===== config.mk =====
export PLATFORM = sky130hd
export DESIGN_NAME = delay_event_scheduler
export DESIGN_NICKNAME = d
export VERILOG_FILES = /design/src/rtl/delay_sched_pkg.sv /design/src/rtl/delay_event_scheduler_rr_arbiter.sv /design/src/rtl/delay_event_scheduler.sv
export SDC_FILE = /design/constraint.sdc
export NUM_CORES = 1
export LEC_CHECK = 0
export ABC_AREA = 1
export CAP_MARGIN = 15
export CORE_MARGIN = 4
export CORE_UTILIZATION = 40
export CTS_BUF_LIST = sky130_fd_sc_hd__clkbuf_2 sky130_fd_sc_hd__clkbuf_4 sky130_fd_sc_hd__clkbuf_8
export CTS_CLUSTER_SIZE = 30
export DETAILED_ROUTE_END_ITERATION = 6
export SETUP_SLACK_MARGIN = 0.15
export SLEW_MARGIN = 20
export SYNTH_ARGS = -nofsm -noshare
export SYNTH_HDL_FRONTEND = slang
export SYNTH_SLANG_ARGS = --single-unit

===== constraint.sdc =====
create_clock -name clk -period 3.9 [get_ports clk]
set_input_delay 0.78 -clock clk [delete_from_list [all_inputs] [get_ports clk]]
set_output_delay 0.78 -clock clk [all_outputs]
set_load 0.1 [all_outputs]

===== src/rtl/delay_sched_pkg.sv =====
// Shared helpers for the delayed-event scheduler.
package delay_sched_pkg;

  localparam int unsigned MAX_VEC = 64;

  // Index width that never collapses to zero bits (a single entry still needs 1 bit).
  function automatic int unsigned idx_width(input int unsigned n);
    return (n > 1) ? $clog2(n) : 1;
  endfunction

  // Lowest set bit position of vec; returns 0 when vec is all zeros.
  function automatic int unsigned find_first_set(input logic [MAX_VEC-1:0] vec);
    int unsigned idx;
    logic        found;
    idx   = 0;
    found = 1'b0;
    for (int unsigned i = 0; i < MAX_VEC; i++) begin
      if (!found && vec[i]) begin
        idx   = i;
        found = 1'b1;
      end
    end
    return idx;
  endfunction

endpackage


===== src/rtl/delay_event_scheduler_rr_arbiter.sv =====
// Round-robin arbiter: search starts at the pointer, pointer advances past the winner.
module rr_arbiter
  import delay_sched_pkg::*;
#(
  parameter int unsigned NREQ = 4
) (
  input  logic                                    i_clk,
  input  logic                                    i_rst,
  input  logic [NREQ-1:0]                         i_req,
  input  logic                                    i_enable,
  output logic [NREQ-1:0]                         o_grant,
  output logic [((NREQ > 1) ? $clog2(NREQ) : 1)-1:0] o_grant_idx,
  output logic                                    o_grant_valid
);

  localparam int unsigned IW = idx_width(NREQ);

  logic [IW-1:0] r_ptr;

  // Pick the first requester at or after the pointer, wrapping around.
  always_comb begin
    int unsigned w_idx;
    o_grant       = '0;
    o_grant_idx   = '0;
    o_grant_valid = 1'b0;
    for (int unsigned off = 0; off < NREQ; off++) begin
      w_idx = (int'(r_ptr) + off) % NREQ;
      if (!o_grant_valid && i_req[w_idx]) begin
        o_grant_valid   = 1'b1;
        o_grant_idx     = IW'(w_idx);
        o_grant[w_idx]  = 1'b1;
      end
    end
  end

  // Pointer moves only when a grant is actually taken.
  always_ff @(posedge i_clk) begin
    if (i_rst) begin
      r_ptr <= '0;
    end else if (i_enable && o_grant_valid) begin
      r_ptr <= (o_grant_idx == IW'(NREQ - 1)) ? '0 : o_grant_idx + IW'(1);
    end
  end

endmodule


===== src/rtl/delay_event_scheduler.sv =====
// Delayed-event scheduler: requesters post (data, delay); each event is released
// on the shared output port `delay` cycles after acceptance.
module delay_event_scheduler
  import delay_sched_pkg::*;
#(
  parameter int unsigned NREQ   = 4,
  parameter int unsigned DW     = 32,
  parameter int unsigned DELAYW = 8,
  parameter int unsigned SLOTS  = 8
) (
  input  logic                                    clk,
  input  logic                                    rst,
  input  logic [NREQ-1:0]                         req_valid,
  output logic [NREQ-1:0]                         req_ready,
  input  logic [NREQ*DW-1:0]                      req_data,
  input  logic [NREQ*DELAYW-1:0]                  req_delay,
  output logic                                    out_valid,
  input  logic                                    out_ready,
  output logic [DW-1:0]                           out_data,
  output logic [((NREQ > 1) ? $clog2(NREQ) : 1)-1:0] out_src,
  output logic [$clog2(SLOTS+1)-1:0]              pending
);

  localparam int unsigned IW = idx_width(NREQ);
  localparam int unsigned SW = idx_width(SLOTS);
  localparam int unsigned PW = $clog2(SLOTS + 1);

  typedef struct packed {
    logic              valid;
    logic [DELAYW-1:0] cnt;
    logic [IW-1:0]     src;
    logic [DW-1:0]     data;
  } slot_t;

  slot_t         r_slots [SLOTS];
  logic          r_out_valid;
  logic [DW-1:0] r_out_data;
  logic [IW-1:0] r_out_src;

  logic [SLOTS-1:0]   w_free;
  logic [SLOTS-1:0]   w_due;
  logic [MAX_VEC-1:0] w_free_ext;
  logic [MAX_VEC-1:0] w_due_ext;
  logic               w_free_any;
  logic               w_due_any;
  logic [SW-1:0]      w_free_idx;
  logic [SW-1:0]      w_due_idx;
  logic               w_space;
  logic               w_rel_en;
  logic               w_release;
  logic               w_accept;
  logic [NREQ-1:0]    w_grant;
  logic [IW-1:0]      w_grant_idx;
  logic               w_grant_valid;
  logic [DW-1:0]      w_acc_data;
  logic [DELAYW-1:0]  w_acc_delay;
  logic [PW-1:0]      w_pending;

  // Slot status vectors and lowest-index free / due slot selection.
  always_comb begin
    w_free     = '0;
    w_due      = '0;
    w_free_ext = '0;
    w_due_ext  = '0;
    for (int unsigned i = 0; i < SLOTS; i++) begin
      w_free[i] = ~r_slots[i].valid;
      w_due[i]  = r_slots[i].valid && (r_slots[i].cnt == '0);
    end
    w_free_ext[SLOTS-1:0] = w_free;
    w_due_ext[SLOTS-1:0]  = w_due;
    w_free_any = |w_free;
    w_due_any  = |w_due;
    w_free_idx = SW'(find_first_set(w_free_ext));
    w_due_idx  = SW'(find_first_set(w_due_ext));
  end

  rr_arbiter #(
    .NREQ(NREQ)
  ) u_arb (
    .i_clk        (clk),
    .i_rst        (rst),
    .i_req        (req_valid),
    .i_enable     (w_space),
    .o_grant      (w_grant),
    .o_grant_idx  (w_grant_idx),
    .o_grant_valid(w_grant_valid)
  );

  assign w_space   = w_free_any && !rst;
  assign req_ready = w_space ? w_grant : '0;
  assign w_accept  = w_grant_valid && w_space;
  assign w_rel_en  = !r_out_valid || out_ready;
  assign w_release = w_rel_en && w_due_any;

  // Data/delay of the granted requester.
  always_comb begin
    w_acc_data  = req_data[w_grant_idx*DW +: DW];
    w_acc_delay = req_delay[w_grant_idx*DELAYW +: DELAYW];
  end

  // Occupied slots plus the output register.
  always_comb begin
    w_pending = PW'(r_out_valid);
    for (int unsigned i = 0; i < SLOTS; i++) begin
      w_pending = w_pending + PW'(r_slots[i].valid);
    end
  end

  // Slot table countdown, accept, release and output register.
  // The accept target is chosen among slots free before the edge, so a slot
  // released at this edge can never be reloaded at the same edge.
  always_ff @(posedge clk) begin
    if (rst) begin
      for (int unsigned i = 0; i < SLOTS; i++) begin
        r_slots[i] <= '0;
      end
      r_out_valid <= 1'b0;
      r_out_data  <= '0;
      r_out_src   <= '0;
    end else begin
      for (int unsigned i = 0; i < SLOTS; i++) begin
        if (r_slots[i].valid) begin
          if (w_release && (w_due_idx == SW'(i))) begin
            r_slots[i].valid <= 1'b0;
          end else if (r_slots[i].cnt != '0) begin
            r_slots[i].cnt <= r_slots[i].cnt - DELAYW'(1);
          end
        end
      end
      if (w_accept) begin
        r_slots[w_free_idx] <= '{valid: 1'b1, cnt: w_acc_delay, src: w_grant_idx, data: w_acc_data};
      end
      if (w_rel_en) begin
        r_out_valid <= w_due_any;
        if (w_due_any) begin
          r_out_data <= r_slots[w_due_idx].data;
          r_out_src  <= r_slots[w_due_idx].src;
        end
      end
    end
  end

  assign out_valid = r_out_valid;
  assign out_data  = r_out_data;
  assign out_src   = r_out_src;
  assign pending   = w_pending;

endmodule


# Word-level counts from Yosys, hierarchy flattened
# Memory sizes are Yosys's and may differ from the RTL's. A register that Yosys moved wholly into a read port is not among the register bits.
# Cells that the tools add are included.
dict set report word_totals {
  n_memories 1
  ramBits 344
  latchBits 0
  romBits 0
  reg_bits 3
  inputBits 167
  word_cells 298
}
# memory depth word_bits read_ports rd_clocked_by_memory_dff write_ports line_no
set memory_table {}
lappend memory_table {r_slots 8 43 9 1 9 delay_event_scheduler.sv:35} ;# slot_t r_slots [SLOTS];
dict set report op_classes {
  div 0
  bitwise_logic 27
  mul 0
  muxes 151
  eq_ne 8
  n_reduce_logical 79
  n_addsub 20
  order_cmp 8
  shift 2
}
# cell n
set op_table {}
lappend op_table {{variable part select 128 x 8 -> 32 bit} 1}
lappend op_table {{2-to-1 mux 1 bit} 113}
lappend op_table {{logical NOT 8 bit} 8}
lappend op_table {{2-to-1 mux 8 bit} 8}
lappend op_table {{nonzero test 8 bit} 8}
lappend op_table {{subtractor 8 x 1 -> 8 bit (second input constant)} 8}
lappend op_table {{logical AND 1 bit} 40}
lappend op_table {{2-to-1 mux 3 bit} 11}
lappend op_table {{variable part select 32 x 6 -> 8 bit} 1}
lappend op_table {{adder 4 x 1 -> 4 bit} 5}
lappend op_table {{2-to-1 mux 4 bit} 5}
lappend op_table {{logical NOT 1 bit} 18}
lappend op_table {{bitwise OR 1 bit} 16}
lappend op_table {{OR reduction 8 bit} 2}
lappend op_table {{equality test 3 bit (second input constant)} 4}
lappend op_table {{< comparator 2 x 3 -> 1 bit (second input constant)} 4}
lappend op_table {{2-to-1 mux 2 bit} 6}
lappend op_table {{bitwise OR 4 bit} 3}
lappend op_table {{binary-select mux 1 bit (select 2 bit)} 4}
lappend op_table {{demux 1 bit (select 2 bit)} 4}
lappend op_table {{greater-or-equal comparator 2 x 1 -> 1 bit (second input constant)} 4}
lappend op_table {{NOT 1 bit} 8}
lappend op_table {{equality test 3 x 2 -> 1 bit (second input constant)} 2}
lappend op_table {{adder 2 x 1 -> 2 bit (second input constant)} 2}
lappend op_table {{9 further kinds} 10}

# Longest topological paths before layout
# An unclocked memory read counts as a cell.
dict set report depth {
  depth_word 32
  depth_mapped 20
  ltp_nobuf 18
}

# Cells and area by module
# From an unflattened synthesis, not the netlist that was laid out.
dict set report hier_totals {
  hier_cells 2351
  hier_area_um2 20044.2
}
# module instances area_per_inst_um2 cells_each seq_area_each_um2
set modules_own_cells {}
lappend modules_own_cells {delay_event_scheduler 1 19471.2 2258 10950.5}
lappend modules_own_cells {rr_arbiter 1 573.0 93 40.0}

# Worst setup path before layout
# No wires, ideal clock.
dict set report synth_timing {
  path_kind {flip-flop to output port}
  startpoint {register r_out_valid (netlist: out_valid)}
  endpoint {output pending[2]}
  slack_ns -1.546
  path_buffers 0
  arrival_ns 4.666
  stages_incl_launch_ff 10
  required_ns 3.120
  path_cell_list {dfxtp_1 > fa_1 > inv_1 > fa_1 > fa_1 > inv_1 > fa_1 > inv_1 > fa_1 > xnor2_1}
}
dict set report synth_between {
  elab_chain_cells 8
}
# element line_no
set synth_rtl {}
lappend synth_rtl {{from (decl)} delay_event_scheduler.sv:36} ;# logic r_out_valid;
lappend synth_rtl {{from (signal assigned)} delay_event_scheduler.sv:134} ;# r_out_valid <= w_due_any;
lappend synth_rtl {{adder 1 x 1 -> 2 bit} delay_event_scheduler.sv:105} ;# w_pending = w_pending + PW'(r_slots[i].valid);
lappend synth_rtl {{adder 2 x 1 -> 3 bit} delay_event_scheduler.sv:105}
lappend synth_rtl {{adder 3 x 1 -> 4 bit} delay_event_scheduler.sv:105}
lappend synth_rtl {{adder 4 x 1 -> 4 bit (5 in series)} delay_event_scheduler.sv:105}
lappend synth_rtl {{to (decl)} delay_event_scheduler.sv:21} ;# output logic [$clog2(SLOTS+1)-1:0] pending
# Every way passes these cells.

==> results.py <==
metrics = {
    "critical_path": {
        "worstPathArrival_ns": 3.65,
        "critPathMaxFanout": 2,
        "reg2reg_from": "u_arb.r_ptr[1]",
        "crit_path_end_kind": "output port",
        "cp-startpoint": "r_slots[5][42]",
        "reg2reg_setup_slack_ns": 0.74,
        "endpoint": "pending[1]",
        "r2r_cells": 8,
        "timing.rr.end": "r_slots[3][36]",
        "critPathLaunchType": "flop",
        "required_ns": 3.12,
        "path_class": "reg -> out",
    },
    "floorplan": {
        "die_x_um": 233.4,
        "die_y_um": 233.4,
        "initial_core_util": 0.4050,
        "io_pins": 210,
        "core_area_um2": 50170,
        "std_cell_rows": 82,
        "dieArea_um2": 54470,
    },
    "final_layout": {
        "nets": 2886,
        "n_fill_cell": 4701,
        "regArea_um2": 11000,
        "fin_area_um2": 24790,
        "drive_above_1_share": 0.1007,
        "multi_input_area_um2": 8162,
        "instances_no_fill": 3414,
        "syn_to_final_growth_pct": 21.98,
    },
    "pwr": {
        "comb_power_share": 0.510,
        "vdd_drop_max_mv": 0.8953,
        "powerDensity_nw_per_um2": 764.2,
        "cell_internal_pwr_mw": 9.803,
        "swShare": 0.4825,
        "p_leak_nw": 10.78,
        "pwr-share-clk": 0.195,
        "switchingPower_mw": 9.141,
        "seq_power_share": 0.295,
    },
    "yosys": {
        "synth_area_um2": 20320,
        "synth_nets": 2680,
        "ys_types": 40,
        "synthTopCellsByArea": "edfxtp_1 (50%), nand2_1 (17%), nand3_1 (6.2%), nor2_1 (6.2%), dfxtp_1 (4.4%)",
        "synthMostInstantiatedCell": "nand2_1",
        "ys_ff_latch": 381,
        "synth_top_area_cell": "edfxtp_1",
        "ys_top_cells_by_count": "nand2_1 (928), edfxtp_1 (336), nor2_1 (333)",
        "synth_top_area_share": 0.4965,
        "synth_edf_count": 336,
        "async_flop_share": 0,
        "syn_inst": 2484,
        "yosys_warnings": 0,
        "ys_seq_area_frac": 0.5409,
        "ys.flop_type": "edfxtp_1",
        "avgSynthCellArea_um2": 8.181,
    },
    "grt": {
        "grtUsageTotal": 0.2285,
        "grt_antenna_before_repair": 0,
        "grt_max_degree": 139,
        "grt_pass1_wl_um": 96570,
        "grt-ovfl-total": 0,
        "grt_pass1_vias": 17290,
    },
    "clocking": {
        "cts_root_buf": "clkbuf_8",
        "clock_latency_ns": 0.64,
        "cts_tree": "yes",
        "h-tree-depth": 3,
        "clk_path_buf_depth": 3,
        "numCtsBuffers": 68,
        "cts.sinks": 381,
        "clkSlewWorstSetupHoldPaths_ns": 0.06,
    },
    "timing": {
        "period_needed_ns": 4.430,
        "max_slew_margin": 0.2911,
        "tns_ns": -1.229,
        "fin_crit_sh": 1.136,
        "fmax_mhz": 225.8,
        "grt_setup_unrepaired": "true",
        "setup_viol": 4,
        "layout_setup_ws_ns": -0.5295,
        "fin_skew_ns": 0.04444,
        "drv_slew": 0,
        "worst_pin_slew_ns": 1.060,
        "hold_viol": 0,
    },
    "route": {
        "routed_wirelength_um": 63260,
        "vias": 17670,
        "via_per_inst": 5.175,
        "routedWlPerCell_um": 18.53,
        "antenna_left": 0,
        "firstDrtPassIters": 6,
        "drtIter0Drc": 1577,
        "drc": 0,
    },
    "run": {
        "cap_violations": 0,
    },
    "place": {
        "place_area_um2": 23400,
        "hpwl_um": 38280,
        "numPortBuffers": 209,
        "gp_congestion": 0.8495,
        "dp_cells": 3290,
    },
    "min_path": {
        "hp-class": "reg -> reg",
    },
    "status": {
        "status": "finished with violations",
        "failed_checks": "setup timing",
    },
}
[layout make-up]
type / instances / share of cell area
Sequential cell: 381 / 0.4438
Multi-Input combinational cell: 1812 / 0.3293
Timing Repair Buffer: 271 / 0.1150
Clock buffer: 102 / 0.04932
Tap cell: 672 / 0.03392
Inverter: 156 / 0.02393
Clock inverter: 19 / 0.004694
Antenna cell: 1 / 0.0001010
[power groups by stage]
stage,Sequential [mW],Combinational [mW],Clock [mW]
2_1_floorplan,5.86,6.07,0
3_3_place_gp,5.63,9.45,0
3_5_place_dp,5.66,9.61,0
4_1_cts,5.58,9.63,3.76
5_1_grt,5.64,10.6,3.96
6_report,5.59,9.65,3.70
[flip-flops by register name, summed over array words and instances (netlist names), named ones only]
register,flops
out_src,2
r_slots,344
u_arb.r_ptr,1
out_valid,1
out_data,32
[critical path, stage by stage, from the launching register on]
cell and delay, ns:
dfxtp_2 0.32, fa_1 0.54, inv_2 0.04, fa_1 0.45
fa_1 0.49, inv_1 0.05, fa_2 0.35, inv_2 0.07
fa_2 0.43, clkinvlp_4 0.11, buf_12 0.17
[per-stage QoR]
step	power (mW)	worst slack, ns	hold slack, ns	utilization
2_1_floorplan	11.94	-0.09615	0.4889	-
3_3_place_gp	15.08	0.1130	0.5300	0.4665
3_5_place_dp	15.27	0.1206	0.5468	0.4665
4_1_cts	18.98	-0.5694	0.5582	0.4934
5_1_grt	20.21	-0.6595	0.6050	0.4940
6_report	18.94	-0.5295	0.5601	0.4941
[per-layer routing]
layer | up-vias | wire length [µm] | share of wire | track usage
met5 | - | 0 | 0 | 0
met4 | 0 | 1785 | 0.028 | 0.08615
met3 | 119 | 4876 | 0.077 | 0.03561
met2 | 679 | 29420 | 0.47 | 0.3702
met1 | 8379 | 27180 | 0.43 | 0.3106
li1 | 8492 | - | - | -
[what timing repair did]
action | in CTS | in global routing
resized for setup | 5 | 6
endpoints found under the setup margin | 8 | 8
pin swaps | 1 | 2
hold buffers | 0 | 0
setup buffers | 0 | 2
[placed cells by master, fill, tap and decap left out, types with 12 or more instances in the layout]
cell type	n
ha_1	23
clkdlybuf4s50_1	201
inv_2	12
nand2_1	924
clkbuf_8	73
nor2_1	331
nand3_1	249
dfxtp_1	41
clkbuf_4	29
buf_4	45
nand4_1	42
nand2_2	49
o21ai_1	59
clkinv_1	12
inv_1	140
o21ai_0	45
buf_12	25
xor2_1	28
edfxtp_1	336
[worst min path at each step]
| stage | to | cells past startpoint | slack [ns] | startpoint |
|---|---|---|---|---|
| floorplan | r_slots[0][42] | 2 | 0.49 | r_slots[0][42] |
| CTS | r_slots[0][42] | 2 | 0.56 | r_slots[0][42] |
| finish | out_data[22] | 4 | 0.56 | out_data[22] |
| detailed placement | out_data[22] | 4 | 0.55 | out_data[22] |
| global route | out_data[22] | 4 | 0.61 | out_data[22] |
| global placement | r_slots[0][42] | 2 | 0.53 | r_slots[0][42] |
[cell families (layout without fill, tap and decap cells)]
| family | Yosys count | count (layout) | synth area share |
|---|---|---|---|
| other | 0 | 1 | 0 |
| AND/OR/NAND/NOR | 1630 | 1630 | 0.3326 |
| adder cells (fa/ha/maj) | 29 | 29 | 0.01970 |
| AO/OA/AOI/OAI | 120 | 120 | 0.03171 |
| XOR/XNOR | 33 | 33 | 0.01422 |
| buffers and inverters | 291 | 548 | 0.06096 |
| flip-flops | 381 | 381 | 0.5409 |
Note: power is estimated with default switching activity, not from simulation.
==> patch (config.mk and constraints unchanged) <==
`NREQ` is set to 4 in 2 places; all go to 8.
--- a/src/rtl/delay_event_scheduler_rr_arbiter.sv
+++ b/src/rtl/delay_event_scheduler_rr_arbiter.sv
@@ -2,7 +2,7 @@
 module rr_arbiter
   import delay_sched_pkg::*;
 #(
-  parameter int unsigned NREQ = 4
+  parameter int unsigned NREQ = 8
 ) (
   input  logic                                    i_clk,
   input  logic                                    i_rst,
--- a/src/rtl/delay_event_scheduler.sv
+++ b/src/rtl/delay_event_scheduler.sv
@@ -3,7 +3,7 @@
 module delay_event_scheduler
   import delay_sched_pkg::*;
 #(
-  parameter int unsigned NREQ   = 4,
+  parameter int unsigned NREQ   = 8,
   parameter int unsigned DW     = 32,
   parameter int unsigned DELAYW = 8,
   parameter int unsigned SLOTS  = 8
Ports: changed (5 resized); port bits go from 210 to 379. The function was not compared with the original's and may differ.
==> patch against the unedited design <==
The run still ends with negative setup slack left; global-route usage increased by 5.8 points; final area increased by 28%; power increased by 53%; highest routed layer is now met5; critical path type unchanged; sequential cell count increased by 10; register-to-register slack got worse by 0.35 ns; sequential power increased by 5.2%; die area increased by 15%; critical path depth unchanged; routed wire length increased by 46%; synthesized area increased by 15%; setup slack got worse by 0.046 ns; sequential share of layout area decreased by 8.9 points.
==> patch: results (changes against the unedited design) <==
Outcome: finished with violations (unchanged). Failing checks: negative setup slack (unchanged). The number of buffer cells added on primary ports came out at 378 (was 209).

The count of flip-flops with a built-in enable after synthesis came out at 344 (was 336). The longest individual stage delay on the worst path came out at 0.51 ns (was 0.54 ns). The leakage power came out at 0.0142 uW (was 0.0108 uW). The xor/xnor share of the synthesized area came to 1.50% (was 1.42%). The post-place instance area is 29500 um2 (was 23400 um2). The slack of the worst reg-to-reg path is 0.39 ns (was 0.74 ns). Cell types with the largest area share after synthesis: edfxtp_1 44%, nand2_1 21%, nand3_1 11%, nor2_1 5.5%, dfxtp_1 4.0% (was edfxtp_1 50%, nand2_1 17%, nand3_1 6.2%, nor2_1 6.2%, dfxtp_1 4.4%). The count of fill cells added during filler insertion came out at 5475 (was 4701). The worst min-delay path startpoint is out_data[19] (was out_data[22]). The depth of the worst register-to-register path is 21 (was 8). The number of diodes was 0 (was 1). Commonest cells in the synthesized netlist: 1305 x nand2_1, 496 x nand3_1, 345 x nor2_1 (was 928 x nand2_1, 336 x edfxtp_1, 333 x nor2_1). The critical path arrival came out at 3.70 ns (was 3.65 ns). The global routing usage summed across all routing layers is 28.7% (was 22.9%). The clock network latency to the later pin of the worst-skew pair came out at 0.67 ns (was 0.64 ns).

The share of the synthesized area in compound gates (AO/OA/AOI/OAI) is 1.63% (was 3.17%). The number of unique standard cell types used by synthesis is 48 (was 40). The vias after detailed routing came to 23339 (was 17669). The average wire per standard cell came out at 20.8 um (was 18.5 um).

The number of antenna violations at the first check in global routing is 1 (was 0). The flip-flop count of the largest register, all copies and words added came to 352 (was 344). The end point of the worst hold path is out_data[19] (was out_data[22]). The worst IR drop on VDD is 0.876 mV (was 0.895 mV). The length of the first detailed-routing pass in iterations came to 5 (was 6). The final-layout setup total negative slack came to -1.43 ns (was -1.23 ns). The sequential-to-total area share from yosys stat is 48.1% (was 54.1%).

The final worst slack came to -0.575 ns (was -0.530 ns). The synthesized netlist net count is 3513 (was 2680). The largest net degree at the start of global routing is 85 (was 139).

The origin of the critical flop-to-flop path was u_arb.r_ptr[0] (was u_arb.r_ptr[1]). The end of the worst register-to-register path is r_slots[6][38] (was r_slots[3][36]). The transition at the pin with the smallest max-transition slack came to 1.05 ns (was 1.06 ns). The adder and majority gate portion of the synthesized area came out at 1.71% (was 1.97%). The via count of the first global-routing pass came out at 22798 (was 17286). The final count of negative-setup-slack endpoints is 4 (unchanged). The post-place setup slack is -0.114 ns (was 0.121 ns).
## patch: logic make-up (layout without fill, tap and decap cells)
| group | after synthesis | count (layout) |
|---|---|---|
| compound gates | 60 | 60 |
| xor+xnor | 38 | 38 |
| fa+ha+maj | 29 | 29 |
| buf+inv | 367 | 892 |
| flops | 391 | 391 |
| simple gates | 2268 | 2268 |
## patch: what timing repair did
item                                    in CTS  in global routing
gates resized for setup                    113                 20
gates cloned                                 1                  0
setup buffers                               23                 10
pin swaps                                   28                 18
endpoints found under the setup margin      12                 12
## patch: final cells by class
| cell class | instances | area [um2] | share of cell area (%) |
|---|---|---|---|
| sequential | 391 | 11300 | 35.5 |
| multi-input combinational | 2395 | 11200 | 35.3 |
| timing repair buffer | 583 | 6120 | 19.3 |
| clock buffer | 108 | 1310 | 4.12 |
| tap | 765 | 957 | 3.01 |
| inverter | 187 | 737 | 2.32 |
| clock inverter | 14 | 144 | 0.453 |
## patch: metal layers
layer | GRT usage (%) | share of wire (%)
met1 | 38.6 | 43
met2 | 48.4 | 48
met3 | 4.78 | 6.2
met4 | 7.69 | 2.8
met5 | 0 | 0.014
## patch: worst max path at each step
stage	startpoint	endpoint	slack, ns	cells after the start
after global placement	req_valid[7]	r_slots[5][17]	-0.11	21
after detailed placement	req_valid[7]	r_slots[7][17]	-0.11	21
final	r_slots[7][43]	pending[1]	-0.58	10
after floorplan	out_valid	pending[2]	-0.10	9
after CTS	r_slots[7][43]	pending[1]	-0.63	10
after global routing	r_slots[7][43]	pending[1]	-0.69	10
## patch: report_power, final
group          leakage, uW  switching, uW  internal [uW]
clock             0.000772           1750           2280
combinational      0.00951          13200           5890
sequential         0.00397            306           5570
## patch: critical path: cells and delay by family, from the launching register on
kind | cells | cell delay, ns
DFF | 1 | 0.34
buffers and inverters | 5 | 0.43
adders and majority gates | 5 | 2.25
## patch: per-stage QoR
step / util [%] / hold slack, ns / cells
2_1_floorplan: - / 0.482 / 3153
3_3_place_gp: 51.0 / 0.516 / 4287
3_5_place_dp: 51.0 / 0.536 / 4287
4_1_cts: 54.6 / 0.554 / 4433
5_1_grt: 55.0 / 0.580 / 4443
6_report: 55.0 / 0.552 / 4443
